==> config.mk <==
export PLATFORM = sky130hd
export DESIGN_NAME = sprite_motion
export DESIGN_NICKNAME = d
export VERILOG_FILES = /design/src/rtl/sprite_motion.sv
export SDC_FILE = /design/constraint.sdc
export NUM_CORES = 1
export LEC_CHECK = 0
export CORE_ASPECT_RATIO = 0.9
export CORE_MARGIN = 8
export CORE_UTILIZATION = 60
export CTS_CLUSTER_DIAMETER = 50
export DETAILED_ROUTE_END_ITERATION = 16
export PLACE_DENSITY = 0.85
export SLEW_MARGIN = 20
export SYNTH_ARGS = -nofsm -noshare
export SYNTH_HDL_FRONTEND = slang
export SYNTH_SLANG_ARGS = --single-unit
==> constraint.sdc <==
create_clock -name clk_i -period 7.9 [get_ports clk_i]
set_input_delay 1.975 -clock clk_i [delete_from_list [all_inputs] [get_ports clk_i]]
set_output_delay 1.975 -clock clk_i [all_outputs]
set_load 0.03 [all_outputs]
==> src/rtl/sprite_motion.sv <==
// Square sprite that moves once per frame and bounces off the visible-area edges,
// plus a registered per-pixel hit flag. Define SPRITE_WRAP_EN to wrap instead of bounce.
module sprite_motion #(
    parameter int unsigned H_ACTIVE = 640,
    parameter int unsigned V_ACTIVE = 480,
    parameter int unsigned SIZE     = 32,
    parameter int unsigned STEP     = 2,
    parameter int unsigned INIT_X   = 304,
    parameter int unsigned INIT_Y   = 224
) (
    input  logic       clk_i,
    input  logic       rst_ni,
    input  logic       vsync_i,
    input  logic       pause_i,
    input  logic [9:0] x_i,
    input  logic [9:0] y_i,
    input  logic       activeVideo_i,
    output logic [9:0] obj_x_o,
    output logic [9:0] obj_y_o,
    output logic       hit_o,
    output logic       frame_tick_o
);

    localparam logic [10:0] H_A = 11'(H_ACTIVE);
    localparam logic [10:0] V_A = 11'(V_ACTIVE);
    localparam logic [10:0] SZ  = 11'(SIZE);
    localparam logic [10:0] ST  = 11'(STEP);

    typedef enum logic [1:0] {IDLE, RUN, HOLD} state_e;

    state_e     state_q, state_d;
    logic       vsync_q;
    logic       tick_q;
    logic       hit_q, hit_d;
    logic       dx_q, dx_d;
    logic       dy_q, dy_d;
    logic [9:0] obj_x_q, obj_x_d;
    logic [9:0] obj_y_q, obj_y_d;
    logic       move;

    // Returns {dir, pos} after one step; dir=1 means right/down.
`ifdef SPRITE_WRAP_EN
    function automatic logic [10:0] stepAxis(input logic [9:0] pos, input logic dir,
                                             input logic [10:0] limit);
        logic [10:0] p;
        p = {1'b0, pos};
        if (dir) begin
            if (p + ST > limit - 11'd1) return {1'b1, 10'(p + ST - limit)};
            return {1'b1, 10'(p + ST)};
        end
        if (p < ST) return {1'b0, 10'(p + limit - ST)};
        return {1'b0, 10'(p - ST)};
    endfunction

    function automatic logic inSpan(input logic [9:0] c, input logic [9:0] pos,
                                    input logic [10:0] limit);
        logic [10:0] cc, pp, ee;
        cc = {1'b0, c};
        pp = {1'b0, pos};
        ee = pp + SZ;
        if (ee > limit) return (cc >= pp) || (cc < ee - limit);
        return (cc >= pp) && (cc < ee);
    endfunction
`else
    function automatic logic [10:0] stepAxis(input logic [9:0] pos, input logic dir,
                                             input logic [10:0] limit);
        logic [10:0] p;
        p = {1'b0, pos};
        if (dir) begin
            if (p + SZ + ST > limit) return {1'b0, 10'(limit - SZ)};
            return {1'b1, 10'(p + ST)};
        end
        if (p < ST) return {1'b1, 10'd0};
        return {1'b0, 10'(p - ST)};
    endfunction

    function automatic logic inSpan(input logic [9:0] c, input logic [9:0] pos);
        logic [10:0] cc, pp;
        cc = {1'b0, c};
        pp = {1'b0, pos};
        return (cc >= pp) && (cc < pp + SZ);
    endfunction
`endif

    // pause only matters on tick cycles; IDLE swallows the first tick without moving.
    always_comb begin
        state_d = state_q;
        move    = 1'b0;
        if (tick_q) begin
            case (state_q)
                IDLE: state_d = RUN;
                RUN: begin
                    if (pause_i) state_d = HOLD;
                    else         move    = 1'b1;
                end
                HOLD: begin
                    if (!pause_i) begin
                        state_d = RUN;
                        move    = 1'b1;
                    end
                end
                default: state_d = IDLE;
            endcase
        end
    end

    always_comb begin
        {dx_d, obj_x_d} = {dx_q, obj_x_q};
        {dy_d, obj_y_d} = {dy_q, obj_y_q};
        if (move) begin
            {dx_d, obj_x_d} = stepAxis(obj_x_q, dx_q, H_A);
            {dy_d, obj_y_d} = stepAxis(obj_y_q, dy_q, V_A);
        end
`ifdef SPRITE_WRAP_EN
        hit_d = activeVideo_i & inSpan(x_i, obj_x_q, H_A) & inSpan(y_i, obj_y_q, V_A);
`else
        hit_d = activeVideo_i & inSpan(x_i, obj_x_q) & inSpan(y_i, obj_y_q);
`endif
    end

    always_ff @(posedge clk_i or negedge rst_ni) begin
        if (!rst_ni) begin
            state_q <= IDLE;
            vsync_q <= 1'b1;
            tick_q  <= 1'b0;
            hit_q   <= 1'b0;
            dx_q    <= 1'b1;
            dy_q    <= 1'b1;
            obj_x_q <= 10'(INIT_X);
            obj_y_q <= 10'(INIT_Y);
        end else begin
            state_q <= state_d;
            vsync_q <= vsync_i;
            tick_q  <= vsync_q & ~vsync_i;
            hit_q   <= hit_d;
            dx_q    <= dx_d;
            dy_q    <= dy_d;
            obj_x_q <= obj_x_d;
            obj_y_q <= obj_y_d;
        end
    end

    assign obj_x_o      = obj_x_q;
    assign obj_y_o      = obj_y_q;
    assign hit_o        = hit_q;
    assign frame_tick_o = tick_q;

endmodule
==> run summary <==
clock latency on the worst-skew pair - 0.28 ns
Pleak - 1.454 nW
leading area contributor after synthesis - ha_1
total number of vias - 2906
root buffer cell - clkbuf_8
die area - 7635 um2
# fillers - 403
# nets final - 456
placed cells - 450
drc violations - 0
max cap viols - 0
Die X - 91.22 um
Synth Register Bits - 25
Worst-path clk slew - 0.10 ns
Antenna Nets Post-Route - 0
CP Cell Sequence - clkdlybuf4s50_1, nor2_1, nand3_2, o221a_1
Synth Area per Inst - 8.394 um2
Syn. warnings - 0
Post-synth EDFFs - 0
hold_buf cts - 0
Setup CP Type - primary input to flip-flop
Final Slew Violations - 0
post-synth cell types - 71
most common cell in the synthesized netlist - ha_1
multi-input logic area - 2156 um2
DR pass1 iterations - 5
final hold violations - 0
Reg area - 636.9 um2
RD Place Congestion - 0.9059
CTS Sinks - 25
crit path max fanout - 17
postcts setup bufs - 0
TritonCTS clock tree - yes
ANT cells - 0
CP Launch Type - primary input
DRT iter0 DRCs - 377
row cnt - 24
CTS max path bufs - 2
Crit path required time - 8.08 ns
CP Launch Point - pause_i
top post-synthesis cells by area - ha_1 (17%), dfrtp_1 (13%), dfstp_2 (7.7%), o21ai_0 (4.3%), inv_1 (3.3%)
initial antenna violation count - 0
Clock Skew - 0.009932 ns
slowest cell on the critical path - nor2_1
share of cells above drive strength 1 - 0.1028
Core ar. - 4865 um2
Starting Density - 0.6281
Gates resized, CTS repair - 0
fin crit period - 3.814 ns
grt total ovfl - 0
Reg-to-Reg Start - obj_x_o[5]$_DFFE_PN1P_
area share of the largest cell type after synthesis - 0.1679
setup TNS - 0 ns
prevailing post-synth register cell - dfrtp_1
PD cells - 409.8 nW/um2
list of most frequent post-synthesis cells - ha_1 (41), inv_1 (27), nand2_1 (26), o21ai_0 (26), nor2_1 (22)
fin cells - 454
global-route wire length before repair - 13.28 mm
Crit. End Element - flip-flop
DP HPWL - 5.922 mm
vias in the first global route - 2741
relative slew slack - 0.2601
largest net degree at the start of global routing - 26
I/O Buffers - 42
final period utilization - 0.4828
RSZ-0062 raised after global routing - no
Arrival @ worst endpoint - 3.99 ns
setup violators final - 0
Hold WC Path Type - flip-flop to flip-flop
drt total wl - 7.784 mm
routed len/inst - 17.15 um
Worst Hold Launch - vsync_q$_DFF_PN1_
H-tree depth - 1
die height - 83.70 um
outcome - finished clean
Area Growth Syn to Fin - 13.10%
Cell Area, Synth - 3055 um2
Syn Inst Count - 364
TritonCTS buffer count - 3
Max Clk Rate - 262.2 MHz
drt via density - 6.401
slowest stage delay, CP - 0.87 ns
GRT Total Usage - 0.2030
Seq/Total Area, Yosys - 0.2084
Ports - 47
peak supply drop - 0.3007 mV
fraction of registers with async set/reset - 1.000
worst-margin pin slew - 1.106 ns
-- stage by stage --
step	area, um2	power (mW)	setup slack [ns]	utilization	hold WS [ns]
2_1_floorplan	3059	1.084	4.582	-	0.4864
3_3_place_gp	3407	1.276	3.872	0.7004	0.4945
4_1_cts	3456	1.406	4.117	0.7104	0.5164
6_report	3456	1.416	4.086	0.7104	0.5147
5_1_grt	3456	1.542	3.950	0.7104	0.5316
3_5_place_dp	3407	1.315	3.818	0.7004	0.5029
-- routing by layer --
layer  global-route usage  wire length (um)  vias up  part of all wire
li1                     -                 -     1406                 -
met4              0.03566                20        0            0.0026
met2               0.3215              3634      122              0.47
met3              0.03237               571        2             0.073
met5                    0                 0        -                 0
met1               0.2835              3557     1376              0.46
-- registers in the layout, summed over array words and instances (netlist names) --
name and count:
state_q 2, vsync_q 1, dx_q 1, obj_x_o 9, frame_tick_o 1, hit_o 1
dy_q 1, obj_y_o 9
-- area by class of cell --
type | count | area share
clock inverter | 1 | 0.002172
sequential | 25 | 0.1843
inverter | 28 | 0.03041
multi-input combinational | 289 | 0.6238
clock buffer | 3 | 0.01195
timing repair buffer | 43 | 0.1238
tap | 65 | 0.02353
-- kinds of logic after synthesis --
family	after synthesis	synth area share
adder cells (fa/ha/maj)	41	0.1679
XOR/XNOR	12	0.03931
other	1	0.001227
multiplexers	2	0.006961
buffers and inverters	51	0.08722
AO/OA/AOI/OAI	117	0.2752
flip-flops	25	0.2084
AND/OR/NAND/NOR	115	0.2138
-- final timing paths --
check	to	slack [ns]	depth (start not counted)
max in group asynchronous	obj_x_o[4]$_DFFE_PN1P_	5.52	2
min reg2reg	frame_tick_o$_DFF_PN0_	0.51	1
max	obj_x_o[9]$_DFFE_PN0P_	4.09	4
min in group asynchronous	obj_x_o[9]$_DFFE_PN0P_	2.07	2
min	frame_tick_o$_DFF_PN0_	0.51	1
max reg2reg	obj_x_o[4]$_DFFE_PN1P_	4.87	9
-- report_power, final --
| group | internal, mW | total (mW) | leakage [nW] | switching (mW) |
|---|---|---|---|---|
| Sequential | 0.196 | 0.352 | 0.283 | 0.156 |
| Combinational | 0.407 | 0.983 | 1.15 | 0.576 |
| Clock | 0.0358 | 0.0809 | 0.0217 | 0.0451 |
| Total | 0.639 | 1.42 | 1.45 | 0.777 |
-- cells in the final DEF, fill, tap and decap left out, types with 6 or more instances in the layout --
cell	synthesis	final
clkdlybuf4s50_1	0	42
ha_1	41	41
inv_1	27	27
o21ai_0	26	26
nand2_1	26	26
nor2_1	22	22
a21oi_1	19	19
dfrtp_1	16	16
nand3_1	15	15
nor3_1	10	10
xnor2_1	9	9
dfstp_2	9	9
and3_1	8	8
a31oi_1	7	7
o21a_1	6	6
o21ai_1	6	6
-- critical path: cells and delay by family --
kind	cells	cell delay (ns)
AND/OR/NAND/NOR	2	1.18
buffers and inverters	1	0.47
AO/OA/AOI/OAI	1	0.35
Power figures use the tool's default switching activity.
